--- src/rtl/lsu_mem_master.sv ---
// Load/store initiator to a byte-addressed word-port RAM: B/H/W loads with extension, sub-word stores by read-modify-write.
// Optional `MISALIGN_TRAP_EN rejects misaligned halfword/word accesses through the error path.
module lsu_mem_master #(
  parameter int WIDTH  = 32,
  parameter int DATA_W = 8
) (
  input  logic             clk_i,
  input  logic             rst_i,
  input  logic             req_valid_i,
  output logic             req_ready_o,
  input  logic             req_we_i,
  input  logic [2:0]       req_funct3_i,
  input  logic [WIDTH-1:0] req_addr_i,
  input  logic [WIDTH-1:0] req_wdata_i,
  output logic             resp_valid_o,
  output logic [WIDTH-1:0] resp_rdata_o,
  output logic             resp_err_o,
  output logic             mem_we_o,
  output logic [WIDTH-1:0] mem_a_o,
  output logic [WIDTH-1:0] mem_wd_o,
  input  logic [WIDTH-1:0] mem_rd_i
);

  typedef enum logic [2:0] {IDLE, LD_RD, ST_RD, ST_WR, RESP} state_t;

  state_t           state;
  logic [2:0]       f3_q;
  logic [WIDTH-1:0] wdata_q;
  logic             f3_legal;
  logic             misalign;
  logic [WIDTH-1:0] ld_ext;
  logic [WIDTH-1:0] merged;

  always_comb begin
    if (req_we_i)
      f3_legal = (req_funct3_i == 3'b000) || (req_funct3_i == 3'b001) || (req_funct3_i == 3'b010);
    else
      f3_legal = (req_funct3_i == 3'b000) || (req_funct3_i == 3'b001) || (req_funct3_i == 3'b010) ||
                 (req_funct3_i == 3'b100) || (req_funct3_i == 3'b101);
  end

`ifdef MISALIGN_TRAP_EN
  always_comb begin
    misalign = ((req_funct3_i[1:0] == 2'b01) && req_addr_i[0]) ||
               ((req_funct3_i[1:0] == 2'b10) && (req_addr_i[1:0] != 2'b00));
  end
`else
  always_comb begin
    misalign = 1'b0;
  end
`endif

  always_comb begin
    ld_ext = mem_rd_i;
    case (f3_q)
      3'b000:  ld_ext = {{(WIDTH-DATA_W){mem_rd_i[DATA_W-1]}}, mem_rd_i[DATA_W-1:0]};
      3'b001:  ld_ext = {{(WIDTH-2*DATA_W){mem_rd_i[2*DATA_W-1]}}, mem_rd_i[2*DATA_W-1:0]};
      3'b100:  ld_ext = {{(WIDTH-DATA_W){1'b0}}, mem_rd_i[DATA_W-1:0]};
      3'b101:  ld_ext = {{(WIDTH-2*DATA_W){1'b0}}, mem_rd_i[2*DATA_W-1:0]};
      default: ld_ext = mem_rd_i;
    endcase
  end

  always_comb begin
    merged = mem_rd_i;
    case (f3_q[1:0])
      2'b00:   merged[DATA_W-1:0]   = wdata_q[DATA_W-1:0];
      2'b01:   merged[2*DATA_W-1:0] = wdata_q[2*DATA_W-1:0];
      default: merged               = wdata_q;
    endcase
  end

  always_ff @(posedge clk_i or posedge rst_i) begin
    if (rst_i) begin
      state        <= IDLE;
      req_ready_o  <= 1'b1;
      resp_valid_o <= 1'b0;
      resp_err_o   <= 1'b0;
      resp_rdata_o <= '0;
      mem_we_o     <= 1'b0;
      mem_a_o      <= '0;
      mem_wd_o     <= '0;
      f3_q         <= '0;
      wdata_q      <= '0;
    end else begin
      resp_valid_o <= 1'b0;
      mem_we_o     <= 1'b0;
      case (state)
        IDLE: begin
          if (req_valid_i) begin
            f3_q         <= req_funct3_i;
            wdata_q      <= req_wdata_i;
            mem_a_o      <= req_addr_i;
            resp_rdata_o <= '0;
            req_ready_o  <= 1'b0;
            if (!f3_legal || misalign) begin
              resp_err_o   <= 1'b1;
              resp_valid_o <= 1'b1;
              state        <= RESP;
            end else if (!req_we_i) begin
              state <= LD_RD;
            end else if (req_funct3_i[1:0] == 2'b10) begin
              // full-word store skips the read and writes next cycle
              mem_wd_o <= req_wdata_i;
              mem_we_o <= 1'b1;
              state    <= ST_WR;
            end else begin
              state <= ST_RD;
            end
          end
        end
        LD_RD: begin
          resp_rdata_o <= ld_ext;
          resp_valid_o <= 1'b1;
          state        <= RESP;
        end
        ST_RD: begin
          mem_wd_o <= merged;
          mem_we_o <= 1'b1;
          state    <= ST_WR;
        end
        ST_WR: begin
          resp_valid_o <= 1'b1;
          state        <= RESP;
        end
        RESP: begin
          resp_err_o  <= 1'b0;
          req_ready_o <= 1'b1;
          state       <= IDLE;
        end
        default: begin
          req_ready_o <= 1'b1;
          state       <= IDLE;
        end
      endcase
    end
  end

endmodule

--- config.mk ---
export PLATFORM = sky130hd
export DESIGN_NAME = lsu_mem_master
export DESIGN_NICKNAME = d
export VERILOG_FILES = /design/src/rtl/lsu_mem_master.sv
export SDC_FILE = /design/constraint.sdc
export NUM_CORES = 1
export LEC_CHECK = 0
export CORE_ASPECT_RATIO = 0.5
export CORE_MARGIN = 8
export CORE_UTILIZATION = 46
export DETAILED_ROUTE_END_ITERATION = 8
export HOLD_SLACK_MARGIN = 0.06
export PLACE_DENSITY_LB_ADDON = 0.08
export RECOVER_POWER = 25
export SYNTH_ARGS = -nofsm -noshare
export SYNTH_HDL_FRONTEND = slang
export SYNTH_SLANG_ARGS = --single-unit
--- constraint.sdc ---
create_clock -name clk_i -period 5.02 [get_ports clk_i]
set_input_delay 1.004 -clock clk_i [delete_from_list [all_inputs] [get_ports clk_i]]
set_output_delay 1.004 -clock clk_i [all_outputs]
set_load 0.01 [all_outputs]
==> metrics.txt, run 1 <==
Synth Warn #=0; Crit path buffers/inverters=2; # DRC=0; Slew @ Worst Pin=roughly 2.3 ns; Final setup viols=0; r2r setup slk=about 2.4 ns; area growth from synthesis to layout=43.7%; Layout fillers=between 1000 and 1500; top-count cell post-synth=nand2_1; First-pass DRT Iterations=5; core box area=13300 sq um; largest net degree at the start of global routing=111; # Max-Cap Violations=1; # rows=30; Setup WS pre-CTS=about 1.5 ns; first-pass GRT wire length=between 20000 and 30000 microns; WHS=around 0.46 ns; Total GRT Usage=slightly above 20%; post-CTS sizing=0; initial drt markers=342; CP Data Arrival Time=3.45 ns; post-synthesis cell type count=40; share of post-route cells with drive strength above 1=15.6%; Mean Syn Cell Area=10.9 sq um; synth cell count leaders=nand2_1, dfrtp_1, mux2_2, clkbuf_1, mux2_4; fmax=approximately 320 MHz; Critical-path top delay cell=or4b_2; met3 usage=5.67%; vias in the first global route=approximately 5000; Mapped Area=between 6000 and 7000 sq um; failing checks=max-capacitance violations, max-slew violations; Chip Height=between 90 and 100 microns; PortBufs=around 200; Max Slew Vio Count=roughly 110; Setup Fix Bufs, Post-CTS=0; Seq cells post-synth=138; Worst setup SP type=input pin; global route overflow=0; post-synthesis instance total=564; per-cell routed wire length=19.0 microns; slack of the critical path=around 1.9 ns; RSZ-0062 raised after global routing=false; crit-path max cell delay=around 0.85 ns; post-synthesis net count=667; CTS tree=built; initial core utilization=46.3%; cell family with most CP delay=simple AND/OR/NAND/NOR gates; clk_lat worst skew=just over 0.4 ns; Synth top area share=approximately 56%; class of the most critical hold timing path=reg -> reg; GR peak layer=met1; CP Capture Type=flip-flop; boundary pin count=slightly above 200; setup TNS=0 ns; GP Congestion=~0.8; Final Cell Area=8840 sq um; Die Wd=about 180 microns; fin nets=roughly 850; Slew HR=-54.2%; VDD IR max=between 300 and 400 uV; leak pwr=0.00398 uW; M2 GR Usage=between 20 and 30%; root cell of the clock tree=clkbuf_16; H-tree depth=4; Final Critical Period=~3.1 ns; final hold vios=0; synth top area cells=dfrtp_1, nand2_1, mux2_2; sequential area share after synthesis=between 50% and 60%; CP Class=in -> reg; ANT cells=0; via count=4858; ANT nets after route=0; HPWL Detailed=12800 microns; crit path cell chain=clkdlybuf4s50_1 > or4b_2 > buf_4 > nor2_2 > a221o_1; WL final=between 15000 and 20000 microns; predominant post-synthesis flop cell=dfrtp_1; Clock Pin Slew Worst Setup and Hold Paths=approximately 0.060 ns; die area=about 18000 sq um; ys async rst share=between 90% and 100%; drt via density=around 5.2; Final Cycle Share=just over 60%; PwrDens=~650 nW/um^2; cts bufs inserted=17; outcome=finished, violations left; post-synth top area cell=dfrtp_1; CP required=5.36 ns; antenna violations before repair=0; met1 usage=about 30%; clk sinks=between 100 and 150; Clock Path Buffers=2; Post-synth EDFFs=0; crit path max fanout=51; hold_buf cts=0; placed cell areas=around 8200 sq um; skew final=0.0117 ns
## stage by stage
step / cells / util [%] / total power [uW]
floorplan: 564 / - / 3330
global placement: 908 / 62.0 / 4430
detailed placement: 908 / 62.0 / 4500
CTS: 940 / 66.5 / 5790
global route: 940 / 66.5 / 6100
finish: 940 / 66.5 / 5740
## registers in the layout, indices dropped and copies added, names as in the netlist
signal / flops
req_ready_o: 1
resp_err_o: 1
resp_rdata_o: 32
wdata_q: 32
mem_a_o: 32
mem_wd_o: 32
mem_we_o: 1
state: 3
f3_q: 3
resp_valid_o: 1
## cells in the final DEF, fill, tap and decap left out, types with 2 or more instances in the layout
master	count
or3b_2	8
mux2_4	21
a21o_1	2
clkinv_4	2
clkdlybuf4s50_1	200
clkbuf_16	17
inv_6	3
mux2_2	43
a32o_1	16
a22o_1	8
nand2_1	201
nor2_1	2
buf_4	6
nor3b_2	2
dlygate4sd3_1	2
dfrtp_1	137
a21oi_1	17
nor3_1	2
nor2_2	2
clkinvlp_4	5
o2bb2ai_1	8
o21ai_0	10
clkbuf_1	2
inv_1	3
a221o_1	8
nand2b_1	17
bufinv_16	3
## logic make-up after synthesis
logic type	synth area share, %
and+or+nand+nor	17.1
buffers and inverters	4.09
DFF	56.2
muxes	13.2
AOI/OAI and AO/OA	9.48
## final timing paths
kind | startpoint | end | depth (start not counted)
max | req_valid_i | mem_wd_o[10] | 5
min | wdata_q[16] | wdata_q[16] | 2
max reg2reg | state[0] | mem_wd_o[4] | 4
min reg2reg | wdata_q[16] | wdata_q[16] | 2
max in group asynchronous | rst_i | wdata_q[1] | 3
min in group asynchronous | rst_i | mem_a_o[23] | 2
## worst register-to-register path, cell delays in order (launching register included)
cell and delay [ns]:
dfrtp_1 0.60, or3b_1 0.60, o41a_1 0.65, clkinv_8 0.31, mux2_4 0.40
## power breakdown
group          leakage (uW)  internal (uW)  switching [uW]
Combinational       0.00197           1330            1140
Clock              0.000281            787             479
Sequential          0.00173           1650             354
## layout make-up
class                   instances  area [sq um]  share of cell area [%]
flip-flops and latches        138          3450                    39.1
multi-input cells             381          2460                    27.8
repair buffers                208          2070                    23.4
clock buffers                  19           433                    4.90
well taps                     176           220                    2.49
clock inverters                13           169                    1.91
inverters                       5          35.0                   0.396
## metal layers
metal	part of all wire, %	vias up
li1	-	2291
met1	51	2395
met2	42	163
met3	6.5	9
met4	0.44	0
met5	0	-
No activity file was read; power rests on OpenSTA's default activity.
==> inputs of run 2 (changes only) <==
--- a/config.mk
+++ b/config.mk
@@ -7,7 +7,7 @@
 export LEC_CHECK = 0
 export CORE_ASPECT_RATIO = 0.5
 export CORE_MARGIN = 8
-export CORE_UTILIZATION = 46
+export CORE_UTILIZATION = 42
 export DETAILED_ROUTE_END_ITERATION = 8
 export HOLD_SLACK_MARGIN = 0.06
 export PLACE_DENSITY_LB_ADDON = 0.08
==> constraint.sdc (replaced) <==
create_clock -name clk_i -period 2.8 [get_ports clk_i]
set_input_delay 0.56 -clock clk_i [delete_from_list [all_inputs] [get_ports clk_i]]
set_output_delay 0.56 -clock clk_i [all_outputs]
set_load 0.01 [all_outputs]
==> metrics.txt, run 2 (same netlist as run 1, synthesis figures left out) <==
Die Wd=roughly 190 microns; ANT nets after route=0; CP Class=in -> reg; HP Start=wdata_q[12]; outcome=finished, violations left; Critical-path top delay cell=nor2_2; PortBufs=between 200 and 250; Clock Path Buffers=2; failing checks=max-capacitance violations, max-slew violations; Slew HR=-3.54%; CTS tree=built; Register Area=around 3500 sq um; Final setup viols=0; clk sinks=around 140; total power draw=between 10000 and 15000 uW; die area=~19000 sq um; area growth from synthesis to layout=44.8%; WL final=about 17000 microns; antenna violations before repair=1; Slew @ Worst Pin=1.55 ns; per-cell routed wire length=between 15 and 20 microns; clock group share of total power=21.6%; sequential power share=between 30% and 40%; commonest cells after routing, fill and taps aside=clkdlybuf4s50_1, nand2_1, dfrtp_1; crit path cell chain=clkdlybuf4s50_1 > nor4b_4 > nor2_2 > buf_4 > a32o_1; setup TNS=0 ns; fmax=approximately 460 MHz; crit-path max cell delay=0.77 ns; r2r endpoint=resp_rdata_o[27]; CP Capture Type=flip-flop; hold-critical path endpoint=wdata_q[12]; Max Slew Vio Count=63; # DRC=0; Chip Height=102 microns; final hold vios=0; Reg2Reg Launch Point=state[0]; fin nets=approximately 860; ANT cells=0; global route overflow=0; largest net degree at the start of global routing=between 70 and 80; Total GRT Usage=between 10% and 20%; WHS=roughly 0.47 ns; root cell of the clock tree=clkbuf_16; initial drt markers=just over 300; post-layout util=between 60% and 70%; Layout fillers=about 1200; Final Critical Period=around 2.2 ns; GP Congestion=between 0.7 and 0.8; share of post-route cells with drive strength above 1=between 15 and 20%; FF-to-FF path depth=4; First-pass DRT Iterations=4; PwrDens=1150 nW/um^2; # rows=31; Logic pwr share=42.7%; clk_lat worst skew=approximately 0.41 ns; cell family with most CP delay=simple AND/OR/NAND/NOR gates; skew final=approximately 0.011 ns; Final Cycle Share=between 70% and 80%; boundary pin count=203; initial core utilization=42.7%; first-pass GRT wire length=between 20000 and 30000 microns; via count=a little under 5000; CP Data Arrival Time=between 2 and 3 ns; H-tree depth=4; vias in the first global route=between 5000 and 6000; leak pwr=~0.0040 uW; RSZ-0062 raised after global routing=false; crit path max fanout=21; post-CTS sizing=0; Clock Pin Slew Worst Setup and Hold Paths=0.06 ns; internal power=between 6000 and 7000 uW; Worst setup SP type=input pin; r2r setup slk=about 0.7 ns; hold_buf cts=0; Switching Power=about 3600 uW; Crit path buffers/inverters=2; most common cell after layout, fill and taps aside=clkdlybuf4s50_1; cell depth of the worst min-delay path=2; HPWL Detailed=11700 microns; Setup Fix Bufs, Post-CTS=0; core box area=~14000 sq um; VDD IR max=498 uV; drt via density=4.99; area of the multi-input gates=2470 sq um; switch share=roughly a third; # Max-Cap Violations=1; CP required=between 3 and 4 ns; cts bufs inserted=17; class of the most critical hold timing path=reg -> reg
[run 2: changes by cell type in the layout (fill, tap and decap cells not counted), sizes merged]
cell and change:
clkdlybuf4s50 +2, clkinvlp -1, dlygate4sd3 -2, clkinv +2, buf +3, clkbuf +1, bufinv -1
[run 2: tightest hold or removal path, delay by kind of cell (launching register included)]
family | cells | cell delay (ns)
flip-flops | 1 | 0.33
AND/OR/NAND/NOR | 2 | 0.10
[run 2: metal layers]
| metal | vias to the layer above | share of wire, % | global-route usage [%] |
|---|---|---|---|
| met5 | - | 0.046 | 0 |
| met4 | 2 | 1.4 | 5.64 |
| met3 | 23 | 10 | 8.38 |
| met2 | 163 | 45 | 29.9 |
| met1 | 2342 | 43 | 22.4 |
| li1 | 2295 | - | - |
[run 2: metrics by stage]
step / setup slack [ns] / cells / area, sq um
6_report: 0.644 / 966 / 8910
5_1_grt: 0.388 / 966 / 8910
4_1_cts: 0.669 / 966 / 8930
3_5_place_dp: 0.221 / 934 / 8350
3_3_place_gp: 0.247 / 934 / 8350
2_1_floorplan: 0.520 / 564 / 6150
[run 2: power groups by stage]
stage	sequential, uW	combinational [uW]	clock [uW]
floorplan	3730	2240	0
global placement	3660	4410	0
detailed placement	3680	4470	0
CTS	3670	4480	2260
global route	3810	4820	2350
finish	3670	4390	2220
[run 2: how the worst max path moves through the flow]
stage                           start                to  depth (start not counted)
after CTS                 req_valid_i  resp_rdata_o[27]                          5
after global placement    req_valid_i  resp_rdata_o[22]                          5
after global routing            rst_i       mem_wd_o[7]                          3
final                     req_valid_i  resp_rdata_o[27]                          5
after detailed placement  req_valid_i  resp_rdata_o[27]                          5
after floorplan                 rst_i           f3_q[0]                          1
[run 2: final cells by class]
cell class              count  area share [%]
multi-input cells         381            27.8
repair buffers            212            23.8
well taps                 198            2.78
flip-flops and latches    138            38.8
clock buffers              19            4.86
inverters                   5           0.365
clock inverters            13            1.63
==> inputs of run 3 (changes only) <==
--- a/config.mk
+++ b/config.mk
@@ -7,7 +7,7 @@
 export LEC_CHECK = 0
 export CORE_ASPECT_RATIO = 0.5
 export CORE_MARGIN = 8
-export CORE_UTILIZATION = 42
+export CORE_UTILIZATION = 46
 export DETAILED_ROUTE_END_ITERATION = 8
 export HOLD_SLACK_MARGIN = 0.06
 export PLACE_DENSITY_LB_ADDON = 0.08
==> constraint.sdc (replaced) <==
create_clock -name clk_i -period 2 [get_ports clk_i]
set_input_delay 0.4 -clock clk_i [delete_from_list [all_inputs] [get_ports clk_i]]
set_output_delay 0.4 -clock clk_i [all_outputs]
set_load 0.01 [all_outputs]
==> metrics.txt, run 3 (same netlist as run 1, synthesis figures left out) <==
outcome=finished clean; clk sinks=about 140; initial drt markers=between 300 and 400; core box area=between 10000 and 15000 sq um; area growth from synthesis to layout=45.9%; Register Area=about 3500 sq um; ANT nets after route=0; cts bufs inserted=17; Logic pwr share=44.9%; setup TNS=0 ns; share of post-route cells with drive strength above 1=between 10% and 20%; Reg2Reg Launch Point=state[1]; boundary pin count=between 200 and 250; VDD IR max=~730 uV; initial core utilization=a little under half; r2r endpoint=mem_wd_o[27]; # DRC=0; H-tree depth=4; CP Data Arrival Time=around 2.2 ns; Worst setup SP type=flip-flop; global route overflow=0; Slew @ Worst Pin=approximately 1.2 ns; r2r setup slk=0.09 ns; Final Cycle Share=roughly 95%; PwrDens=about 1600 nW/um^2; clk_lat worst skew=around 0.41 ns; CTS tree=built; CP required=2.29 ns; Slew HR=21.1%; # rows=30; final hold vios=0; sequential power share=roughly 34%; internal power=between 9000 and 10000 uW; Clock Path Buffers=2; switch share=between 30 and 40%; cell depth of the worst min-delay path=2; Switching Power=a little over 5000 uW; vias in the first global route=roughly 5200; leak pwr=between 0.004 and 0.005 uW; Die Wd=between 150 and 200 microns; Final setup viols=0; class of the most critical hold timing path=reg -> reg; commonest cells after routing, fill and taps aside=nand2_1, clkdlybuf4s50_1, dfrtp_1; die area=between 15000 and 20000 sq um; first-pass GRT wire length=roughly 29000 microns; antenna violations before repair=1; per-cell routed wire length=between 15 and 20 microns; drt via density=between 5 and 6; fin nets=873; fmax=about 520 MHz; skew final=roughly 0.014 ns; fin cells=between 900 and 1000; ANT cells=0; Max Slew Vio Count=0; GP Congestion=0.839; clock group share of total power=a little over a fifth; # Max-Cap Violations=0; Clock Pin Slew Worst Setup and Hold Paths=roughly 0.06 ns; total power draw=14600 uW; CP Class=reg -> reg; largest net degree at the start of global routing=slightly below 90; PortBufs=202; via count=4950; Cells after DPL=around 930; Chip Height=97.8 microns; CP Capture Type=flip-flop; post-layout util=67.5%; root cell of the clock tree=clkbuf_16; FF-to-FF path depth=4; hold-critical path endpoint=mem_a_o[6]; RSZ-0062 raised after global routing=false; WL final=between 15000 and 20000 microns; crit path max fanout=25; HPWL Detailed=around 13000 microns; HP Start=mem_a_o[6]; slack of the critical path=around 0.09 ns; Final Critical Period=1.91 ns; First-pass DRT Iterations=4; Layout fillers=between 900 and 1000; Total GRT Usage=21.0%; Setup WS pre-CTS=-0.366 ns; area of the multi-input gates=between 2000 and 2500 sq um
==> run 3: cell count changes in the layout (fill, tap and decap cells not counted), moves of 3 or more <==
cell      change
inv_6         +4
inv_8         +3
buf_4        +13
clkinv_4      -3
==> run 3: layout make-up <==
type,instances,share of cell area (%)
well taps,176,2.45
multi-input cells,381,27.5
inverters,5,0.363
clock buffers,17,4.74
flip-flops and latches,138,38.5
repair buffers,227,24.7
clock inverters,15,1.70
==> run 3: stage by stage <==
stage	hold slack [ns]	area [sq um]
2_1_floorplan	0.439	6150
3_3_place_gp	0.451	8420
3_5_place_dp	0.457	8420
4_1_cts	0.431	9000
5_1_grt	0.494	8970
6_report	0.470	8970
==> run 3: power by group through the flow <==
stage                     clock network [uW]  registers [uW]  logic (uW)
after floorplan                            0            5230        3140
after global placement                     0            4890        6390
after detailed placement                   0            4960        6550
after CTS                               3140            4940        6610
after global routing                    3270            5070        7080
final                                   3080            4930        6540
==> run 3: what timing repair did <==
| action | in CTS | in global routing |
|---|---|---|
| setup endpoints to repair | 26 | 0 |
| hold buffers | 0 | 0 |
| buffers inserted | 0 | 0 |
| resized for setup | 2 | 0 |
| endpoints found under the hold margin | 0 | 0 |
==> run 3: how the worst max path moves through the flow <==
| stage | startpoint | end | slack, ns | cells after the start |
|---|---|---|---|---|
| global route | mem_rd_i[7] | resp_rdata_o[17] | 0.008 | 4 |
| CTS | req_ready_o | req_ready_o | 0.10 | 1 |
| detailed placement | req_valid_i | resp_rdata_o[5] | -0.37 | 4 |
| finish | state[1] | mem_wd_o[27] | 0.09 | 4 |
| global placement | req_valid_i | resp_rdata_o[2] | -0.30 | 4 |
| floorplan | rst_i | f3_q[0] | -0.12 | 1 |
==> run 3: worst max-delay path, stage by stage (launching register included) <==
cell	delay, ns
dfrtp_1	0.58
or3b_1	0.42
o41a_1	0.21
clkinv_8	0.21
mux2_2	0.36
==> run 3: metal layers <==
layer	vias up	global-route usage, %	wire, microns
met5	-	0	13
met4	2	4.39	104
met3	11	7.67	1400
met2	179	30.0	7890
met1	2425	30.0	9080
li1	2333	-	-
